===== config.mk =====
export PLATFORM = sky130hd
export DESIGN_NAME = stoch_signed_pool_unit_flat
export DESIGN_NICKNAME = d
export VERILOG_FILES = /design/src/rtl/stoch_signed_pool_unit_pkg.sv /design/src/rtl/stoch_signed_pool_unit_if.sv /design/src/rtl/stoch_signed_pool_unit_sat_counter.sv /design/src/rtl/stoch_signed_pool_unit.sv /design/src/flat_wrapper.sv
export SDC_FILE = /design/constraint.sdc
export NUM_CORES = 1
export LEC_CHECK = 0
export ABC_AREA = 1
export BUFFER_PORTS_ARGS = -buffer_cell sky130_fd_sc_hd__buf_2
export CORE_MARGIN = 10
export CORE_UTILIZATION = 41
export CTS_BUF_LIST = sky130_fd_sc_hd__clkbuf_2
export DETAILED_ROUTE_END_ITERATION = 8
export GPL_ROUTABILITY_DRIVEN = 0
export PLACE_DENSITY_LB_ADDON = 0.3
export SYNTH_ARGS = -nofsm -noshare
export SYNTH_HDL_FRONTEND = slang
export SYNTH_SLANG_ARGS = --single-unit

===== constraint.sdc =====
create_clock -name CLK -period 15.6 [get_ports CLK]
set_clock_uncertainty 0.2 [all_clocks]
set_input_delay 0 -clock CLK [delete_from_list [all_inputs] [get_ports CLK]]
set_output_delay 0 -clock CLK [all_outputs]
set_load 0.01 [all_outputs]

===== src/rtl/stoch_signed_pool_unit_pkg.sv =====
// Shared types and helpers for the signed stochastic pooling unit.
// Pure functions only; no state, no latency, no flow control.
package stoch_pool_pkg;

    typedef enum logic [0:0] {
        POOL_MAX = 1'b0,
        POOL_AVG = 1'b1
    } pool_mode_e;

    function automatic int sel_width(input int n);
        return $clog2(n);
    endfunction

    // Bipolar step: p alone counts up, m alone counts down, clamped to the signed range of width bits.
    function automatic logic signed [31:0] sat_step(input logic signed [31:0] cnt,
                                                   input logic p,
                                                   input logic m,
                                                   input int width);
        logic signed [31:0] hi;
        logic signed [31:0] lo;
        hi = (32'sd1 <<< (width - 1)) - 32'sd1;
        lo = -(32'sd1 <<< (width - 1));
        if (p && !m && (cnt < hi)) return cnt + 32'sd1;
        if (m && !p && (cnt > lo)) return cnt - 32'sd1;
        return cnt;
    endfunction

endpackage


===== src/rtl/stoch_signed_pool_unit_if.sv =====
// Pooling window bus: bipolar input streams, enable/clear and pooled outputs with select index.
// Combinational wiring only; the consumer never stalls the producer.
interface stoch_signed_pool_unit_if
    import stoch_pool_pkg::*;
#(
    parameter int NUM_INPUTS = 9,
    parameter int CHANNELS   = 3
);
    localparam int SEL_W = sel_width(NUM_INPUTS);

    logic                                 en;
    logic                                 clr;
    logic [CHANNELS-1:0][NUM_INPUTS-1:0]  as_p;
    logic [CHANNELS-1:0][NUM_INPUTS-1:0]  as_m;
    logic [CHANNELS-1:0]                  y_p;
    logic [CHANNELS-1:0]                  y_m;
    logic [CHANNELS-1:0][SEL_W-1:0]       sel;

    modport master (output en, clr, as_p, as_m, input y_p, y_m, sel);
    modport slave  (input en, clr, as_p, as_m, output y_p, y_m, sel);
endinterface


===== src/rtl/stoch_signed_pool_unit_sat_counter.sv =====
// One saturating bipolar up/down counter; updates one edge after p/m, holds when en is low.
// No backpressure: clr wins over en, reset wins over both.
module stoch_signed_sat_counter
    import stoch_pool_pkg::*;
#(
    parameter int CNT_W = 6
)(
    input  logic                    CLK,
    input  logic                    RST,
    input  logic                    en,
    input  logic                    clr,
    input  logic                    p,
    input  logic                    m,
    output logic signed [CNT_W-1:0] cnt
);
    always_ff @(posedge CLK or posedge RST) begin
        if (RST) begin
            cnt <= '0;
        end else if (clr) begin
            cnt <= '0;
        end else if (en) begin
            cnt <= CNT_W'(sat_step(32'(cnt), p, m, CNT_W));
        end
    end
endmodule


===== src/rtl/stoch_signed_pool_unit.sv =====
// Signed stochastic max/avg pooling per channel; sel lags dominance by 1 edge, y by 2 edges.
// No backpressure (en gates all state). Optional select hysteresis under STOCH_POOL_HYST_EN.
module stoch_signed_pool_unit
    import stoch_pool_pkg::*;
#(
    parameter int NUM_INPUTS = 9,
    parameter int CHANNELS   = 3,
    parameter int CNT_W      = 6,
    parameter int MODE       = 0,
    parameter int HYST       = 2
)(
    input  logic                    CLK,
    input  logic                    RST,
    stoch_signed_pool_unit_if.slave bus
);
    localparam int              SEL_W = sel_width(NUM_INPUTS);
    localparam bit              AVG   = (MODE == int'(POOL_AVG));
    localparam logic [SEL_W-1:0] LAST = SEL_W'(NUM_INPUTS - 1);

    logic signed [CNT_W-1:0]        cnt [CHANNELS][NUM_INPUTS];
    logic [CHANNELS-1:0][SEL_W-1:0] sel_q;
    logic [CHANNELS-1:0][SEL_W-1:0] sel_d;
    logic [CHANNELS-1:0][SEL_W-1:0] src;
    logic [SEL_W-1:0]               rr_q;
    logic [SEL_W-1:0]               rr_nxt;
    logic [CHANNELS-1:0]            y_p_q;
    logic [CHANNELS-1:0]            y_m_q;

    if (!AVG) begin : g_max
        for (genvar c = 0; c < CHANNELS; c++) begin : g_ch
            for (genvar i = 0; i < NUM_INPUTS; i++) begin : g_in
                stoch_signed_sat_counter #(.CNT_W(CNT_W)) u_cnt (
                    .CLK (CLK),
                    .RST (RST),
                    .en  (bus.en),
                    .clr (bus.clr),
                    .p   (bus.as_p[c][i]),
                    .m   (bus.as_m[c][i]),
                    .cnt (cnt[c][i])
                );
            end
        end
    end else begin : g_avg
        always_comb begin
            for (int c = 0; c < CHANNELS; c++)
                for (int i = 0; i < NUM_INPUTS; i++)
                    cnt[c][i] = '0;
        end
    end

    always_comb begin
        logic [SEL_W-1:0]        best;
        logic signed [CNT_W:0]   cand_ext;
        logic signed [CNT_W:0]   thr;
        rr_nxt   = (rr_q == LAST) ? '0 : rr_q + 1'b1;
        sel_d    = sel_q;
        src      = sel_q;
        best     = '0;
        cand_ext = '0;
        thr      = '0;
        for (int c = 0; c < CHANNELS; c++) begin
            // Strict compare keeps the lowest index on ties.
            best = '0;
            for (int i = 1; i < NUM_INPUTS; i++)
                if (cnt[c][i] > cnt[c][best]) best = SEL_W'(i);
            if (AVG) begin
                sel_d[c] = rr_nxt;
                src[c]   = rr_q;
            end else begin
`ifdef STOCH_POOL_HYST_EN
                // One extra bit so the current count plus margin cannot overflow.
                cand_ext = {cnt[c][best][CNT_W-1], cnt[c][best]};
                thr      = {cnt[c][sel_q[c]][CNT_W-1], cnt[c][sel_q[c]]} + (CNT_W+1)'(HYST);
                sel_d[c] = (cand_ext > thr) ? best : sel_q[c];
`else
                sel_d[c] = best;
`endif
                src[c] = sel_q[c];
            end
        end
    end

    always_ff @(posedge CLK or posedge RST) begin
        if (RST) begin
            sel_q <= '0;
            rr_q  <= '0;
            y_p_q <= '0;
            y_m_q <= '0;
        end else if (bus.clr) begin
            sel_q <= '0;
            rr_q  <= '0;
            y_p_q <= '0;
            y_m_q <= '0;
        end else if (bus.en) begin
            sel_q <= sel_d;
            rr_q  <= rr_nxt;
            for (int c = 0; c < CHANNELS; c++) begin
                y_p_q[c] <= bus.as_p[c][src[c]];
                y_m_q[c] <= bus.as_m[c][src[c]];
            end
        end
    end

    assign bus.sel = sel_q;
    assign bus.y_p = y_p_q;
    assign bus.y_m = y_m_q;
endmodule


===== src/flat_wrapper.sv =====
// flat-port wrapper written by rule: the top's interface ports become plain ports
module stoch_signed_pool_unit_flat import stoch_pool_pkg::*;
#(
    parameter int NUM_INPUTS = 9,
    parameter int CHANNELS   = 3,
    parameter int CNT_W      = 6,
    parameter int MODE       = 0,
    parameter int HYST       = 2
)
  (CLK, RST, bus_en, bus_clr, bus_as_p, bus_as_m, bus_y_p, bus_y_m, bus_sel);
  stoch_signed_pool_unit_if #(.NUM_INPUTS(NUM_INPUTS), .CHANNELS(CHANNELS)) bus_i ();
  input  logic CLK;
  input  logic RST;
  input wire logic [$bits(bus_i.en)-1:0] bus_en;
  input wire logic [$bits(bus_i.clr)-1:0] bus_clr;
  input wire logic [$bits(bus_i.as_p)-1:0] bus_as_p;
  input wire logic [$bits(bus_i.as_m)-1:0] bus_as_m;
  output wire logic [$bits(bus_i.y_p)-1:0] bus_y_p;
  output wire logic [$bits(bus_i.y_m)-1:0] bus_y_m;
  output wire logic [$bits(bus_i.sel)-1:0] bus_sel;
  assign bus_i.en = bus_en;
  assign bus_i.clr = bus_clr;
  assign bus_i.as_p = bus_as_p;
  assign bus_i.as_m = bus_as_m;
  assign bus_y_p = bus_i.y_p;
  assign bus_y_m = bus_i.y_m;
  assign bus_sel = bus_i.sel;
  stoch_signed_pool_unit #(.NUM_INPUTS(NUM_INPUTS), .CHANNELS(CHANNELS), .CNT_W(CNT_W), .MODE(MODE), .HYST(HYST)) u_core (.CLK(CLK), .RST(RST), .bus(bus_i));
endmodule

# == Yosys cells after proc, flatten, opt, wreduce, memory -nomap -nowiden ==
# Cells that the tools add are included.
# totals
regBits,180
elab_cells,882
out_inout_bits,18
input_bits,58
# classes
muxes,456
bitwise,21
addsub,54
n_lt_le_gt_ge,102
n_reduce_logical,217
# ops
cell,count
6-bit 2-to-1 mux,204
6-bit binary-select mux with 4-bit select,21
1-bit 2-to-1 mux,198
6-bit by 2-bit adder with 6-bit output (second input constant),27
6-bit > comparator (second input constant),27
6-bit less-than comparator (second input constant),27
6-bit by 2-bit subtractor with 6-bit output (second input constant),27
6-bit > comparator,24
1-bit logical AND,108
5-bit >= comparator (second input constant),21
3-bit nonzero test,27
3-bit NOT with 5-bit output,12
1-bit logical NOT,54
2-bit AND reduction,27
3-bit 2-to-1 mux,16
2-bit NOT with 5-bit output,6
1-bit binary-select mux with 4-bit select,6
12-bit 2-to-1 mux,2
4-bit by 5-bit less-than comparator with 1-bit output (second input constant),3
1-bit NOT with 5-bit output,3
2-bit 2-to-1 mux,6
4-bit 2-to-1 mux,3
2-bit nonzero test,1

# == Longest topological paths before layout ==
# logic_depth
word_depth,46
ltp_mapped,102
ltp_nobuf,99

# == Hierarchy ==
# Synthesis repeated with hierarchy kept, for this count alone.
# unflattened
hier_cells,4306
area_unflattened_um2,27112.3
# modules_own_cells
module,n_inst,area_each_um2,seq_area_each_um2,cells_each
stoch_signed_sat_counter,27,635.6,150.1,93
stoch_signed_pool_unit,1,9950.8,450.4,1795

# == Worst setup path before layout ==
# OpenSTA, ideal clock, no wires.
# synth_timing
path_kind,flip-flop to flip-flop
from,register u_core.g_max.g_ch[2].g_in[0].u_cnt.cnt[2]
to,register u_core.sel_q (netlist bit u_core.bus.sel[10])
synth_period_minus_slack_ns,12.076
required_time_ns,15.317
path_stages_with_launch,97
arrival_time_ns,11.793
setup_time_ns,0.083
path_buffers,7
setup_slack_ns,3.524
cell_sequence,dfrtp_1 > clkbuf_1 > clkinv_1 > ha_1 > nand2_1 > nor2_1 > nand2_1 > nand3_1 > nor2_1 > nor2_4 > clkinv_1 > nand2_1 > o21ai_0 > ha_1 > nand2_1 > nor2_1 > nand2_1 > nand3_1 > (+61 left out) > nand3_1 > o21ai_0 > clkinv_1 > nand2_1 > buf_2 > nand2_1 > nand3_1 > nand2_1 > nand2_1 > nand2_1 > ha_1 > nand2_1 > nor2_1 > a211oi_1 > o211ai_1 > a31oi_1 > nand2_1 > o22ai_1
# synth_between
elab_chain_len,46
# synth_rtl
item,line_no,source
start: declaration,stoch_signed_pool_unit_sat_counter.sv:14,output logic signed [CNT_W-1:0] cnt
start signal: assignment,stoch_signed_pool_unit_sat_counter.sv:22,"cnt <= CNT_W'(sat_step(32'(cnt), p, m, CNT_W));"
6-bit > comparator,stoch_signed_pool_unit.sv:65,if (cnt[c][i] > cnt[c][best]) best = SEL_W'(i);
1-bit 2-to-1 mux,stoch_signed_pool_unit.sv:65,
1-bit NOT with 5-bit output (not written as such),stoch_signed_pool_unit.sv:65,
6-bit binary-select mux with 4-bit select,stoch_signed_pool_unit.sv:65,
6-bit 2-to-1 mux (not written as such) (2 in series),stoch_signed_pool_unit.sv:65,
6-bit > comparator,stoch_signed_pool_unit.sv:65,
2-bit 2-to-1 mux,stoch_signed_pool_unit.sv:65,
2-bit NOT with 5-bit output (not written as such),stoch_signed_pool_unit.sv:65,
(+28 left out),-,
3-bit 2-to-1 mux,stoch_signed_pool_unit.sv:65,
3-bit NOT with 5-bit output (not written as such),stoch_signed_pool_unit.sv:65,
6-bit binary-select mux with 4-bit select,stoch_signed_pool_unit.sv:65,
6-bit 2-to-1 mux (not written as such) (2 in series),stoch_signed_pool_unit.sv:65,
6-bit > comparator,stoch_signed_pool_unit.sv:65,
4-bit 2-to-1 mux *,stoch_signed_pool_unit.sv:65,
12-bit 2-to-1 mux *,stoch_signed_pool_unit.sv:94,end else if (bus.en) begin
12-bit 2-to-1 mux *,stoch_signed_pool_unit.sv:89,end else if (bus.clr) begin
end signal: assignment,stoch_signed_pool_unit.sv:95,sel_q <= sel_d;
end: declaration,stoch_signed_pool_unit.sv:21,logic [CHANNELS-1:0][SEL_W-1:0] sel_q;
# Mark *: on every way between the ends. The rest lies on a longest branch, timed or not. The select of a mux whose other input is x is not followed.
# A chain may end at the register's enable or synchronous reset.

# == Worst setup path in the final report ==
# Ends and elaborated chain as after synthesis.

==> metrics <==
Slew @ Worst Pin=between 0.9 and 1 ns; Die Height=249.3 um; Setup CP Type=reg2reg; io pins=76; placement row count=between 80 and 90; Top FF cell, synth=dfrtp_1; clk sinks=180; Via-to-Cell Ratio=approximately 5.7; total CTS buffers=17; RSZ-0062 raised after global routing=no; vias in the first global route=about 23k; fin. max-slew vios=0; Worst setup SP type=register; WP data arrival=about 15 ns; initial core utilization=between 40% and 50%; setup violators final=0; Die ar.=roughly 0.062 mm^2; Critical Path RT=between 15 and 20 ns; first-pass GRT wire length=122000 um; CP max stage cell=dfrtp_2; remaining global-route overflow=0; HPWL Detailed=54090 um; area of the multi-input gates=roughly 0.015 mm^2; Slew HR=roughly 34%; Mapped Cells=about 3.3k; antenna violations before repair=3; top-count cell post-synth=nand2_1; post-synth top area share=a little over a fifth; delay of the slowest cell on the worst path=0.57 ns; Worst Hold Class=in2reg; #FFs+latches synth=180; H-tree Lvls=4; Clock Path Buffers=2; CP endpoint kind=register; gr usage total=about a quarter; drt first pass iters=6; post-synthesis instance area=0.02156 mm^2; WL met2=approximately 34000 um; register area=about 0.0045 mm^2; Unique masters post-synth=55; Yosys top cell by area=dfrtp_1; Port Buffers=75; Post-synth EDFFs=0; CP Max Fanout=47; setup_tns=0 ns; Metal-1 WL=between 30000 and 40000 um; clk_lat worst skew=about 1.2 ns; initial drt markers=between 2k and 3k; Net Count, Synth=between 3k and 4k; final WL=around 76000 um; cell family with most CP delay=simple AND/OR/NAND/NOR gates; synth warn=0; leading post-synthesis cells by instance count=761 x nand2_1, 407 x inv_1, 350 x o21ai_0, 336 x nand3_1, 225 x ha_1; antenna-violating nets left=0; max_cap viols=0; Filler cells=approximately 5.3k; Final min period=14.35 ns; CTS root buf=clkbuf_2; Reg clk slew, reported paths=0.29 ns; fin nets=between 3k and 4k; Avg Cell Area, Syn=6.450 um^2; status=complete, no violations; Async SR Flop Fraction=100.0%; via count=24.27k; DRC Markers=0; detailed-routed wire length on met3=6572 um; share of post-route cells with drive strength above 1=under 10%; top post-synthesis cells by area=dfrtp_1 21%, nand2_1 13%, ha_1 13%, o21ai_0 8.1%, nand3_1 7.8%; uppermost routed layer=met4; CTS tree=yes; Fmax achieved=69.68 MHz; post-synthesis sequential area ratio=about a fifth; Crit path top cell by count=nand2_1; core area=0.05172 mm^2; WP buf/inv=11; WL per Instance=between 15 and 20 um; Die Width=~250 um; final period utilization=roughly nine tenths; largest net degree at the start of global routing=116; Area Overhead vs Synth=15.77%; final hold violation count=0
worst register-to-register path, delay by kind of cell (launching register included):
kind	cells	cell delay [ns]
simple gates	47	5.70
compound gates	23	3.52
fa+ha+maj	8	2.55
buf+inv	11	1.76
flops	1	0.57
layer usage:
metal  vias to the layer above  GRT usage [%]
met1                     11230          31.90
met3                       151          3.855
met5                         -              0
met4                         0          8.976
li1                      11830              -
met2                      1051          36.97
worst paths after layout:
path	cells after the start	slack, ns	start	end
min in group asynchronous	6	0.52	RST	u_core.bus.y_m[2]$_DFFE_PP0P_
setup / recovery	89	1.25	u_core.g_max.g_ch[2].g_in[0].u_cnt.cnt[2]$_DFFE_PP0P_	u_core.bus.sel[10]$_DFFE_PP0P_
setup reg to reg	89	1.25	u_core.g_max.g_ch[2].g_in[0].u_cnt.cnt[2]$_DFFE_PP0P_	u_core.bus.sel[10]$_DFFE_PP0P_
hold reg to reg	1	0.36	u_core.g_max.g_ch[0].g_in[8].u_cnt.cnt[0]$_DFFE_PP0P_	u_core.g_max.g_ch[0].g_in[8].u_cnt.cnt[0]$_DFFE_PP0P_
max in group asynchronous	6	13.80	RST	u_core.g_max.g_ch[2].g_in[0].u_cnt.cnt[3]$_DFFE_PP0P_
hold / removal	4	0.08	bus_clr	u_core.g_max.g_ch[1].g_in[6].u_cnt.cnt[5]$_DFFE_PP0P_
cell usage in the layout (no fill, tap or decap), drive strengths merged, types with 4 or more instances in the layout:
master       synthesis  final
and3                13     13
dfrtp              180    180
nand2              791    791
a31oi               46     46
nor4                 5      5
o31ai               18     18
o21bai              10     10
o211ai              47     47
a22oi                8      8
a21oi              201    201
ha                 225    225
o21a                12     12
nand3              344    344
clkbuf              76     19
buf                 45     97
xor2                55     55
mux2i                4      4
nand4               52     52
xnor2               16     16
bufinv               0      6
o2111ai             11     11
inv                420    422
o311ai              11     11
diode                0     11
o22ai               48     48
o21ai              385    385
nor3                70     70
nor2               180    180
clkinv               7     10
or2                 36     36
dlygate4sd3          0    215
state kept, by name, indices dropped and copies added, names as in the netlist:
register	count
u_core.g_max.g_ch.g_in.u_cnt.cnt	162
u_core.bus.sel	12
u_core.bus.y_m	3
u_core.bus.y_p	3
kinds of logic (layout without fill, tap and decap cells):
family / Yosys count / after routing / share of synthesized area (%)
AO/OA/AOI/OAI: 817 / 817 / 21.41
XOR/XNOR: 71 / 71 / 2.884
adder cells (fa/ha/maj): 225 / 225 / 13.06
buffers and inverters: 548 / 770 / 10.24
flip-flops: 180 / 180 / 20.89
multiplexers: 7 / 7 / 0.3424
other: 0 / 11 / 0
AND/OR/NAND/NOR: 1495 / 1495 / 31.18
metrics by stage:
step	instances	utilization (%)	cell area [um^2]	worst slack, ns	hold slack (ns)
floorplan	3343	-	21560	3.524	0.03865
global placement	3995	43.19	22340	0.1801	0.01312
detailed placement	3995	43.19	22340	0.3475	0.01469
CTS	4242	48.03	24840	0.2273	0.01227
global route	4252	48.25	24950	0.02739	0.06089
finish	4256	48.27	24960	1.248	0.07817
timing repair:
| action | in CTS | in global routing |
|---|---|---|
| hold buffers | 216 | 0 |
| setup endpoints to repair | 0 | 8 |
| hold endpoints to repair | 360 | 0 |
| setup buffers | 0 | 3 |
| gates resized for setup | 0 | 23 |
layout make-up:
type                       count  area share, %
multi-input combinational   2615          59.77
sequential                   180          18.07
timing repair buffer         312          10.88
inverter                     427          6.466
tap                          680          3.409
clock inverter                12         0.9123
clock buffer                  19         0.3810
antenna                       11         0.1103
Power is not shown: default switching activity piles up to over one toggle a cycle in this logic, so the estimate is an artifact.
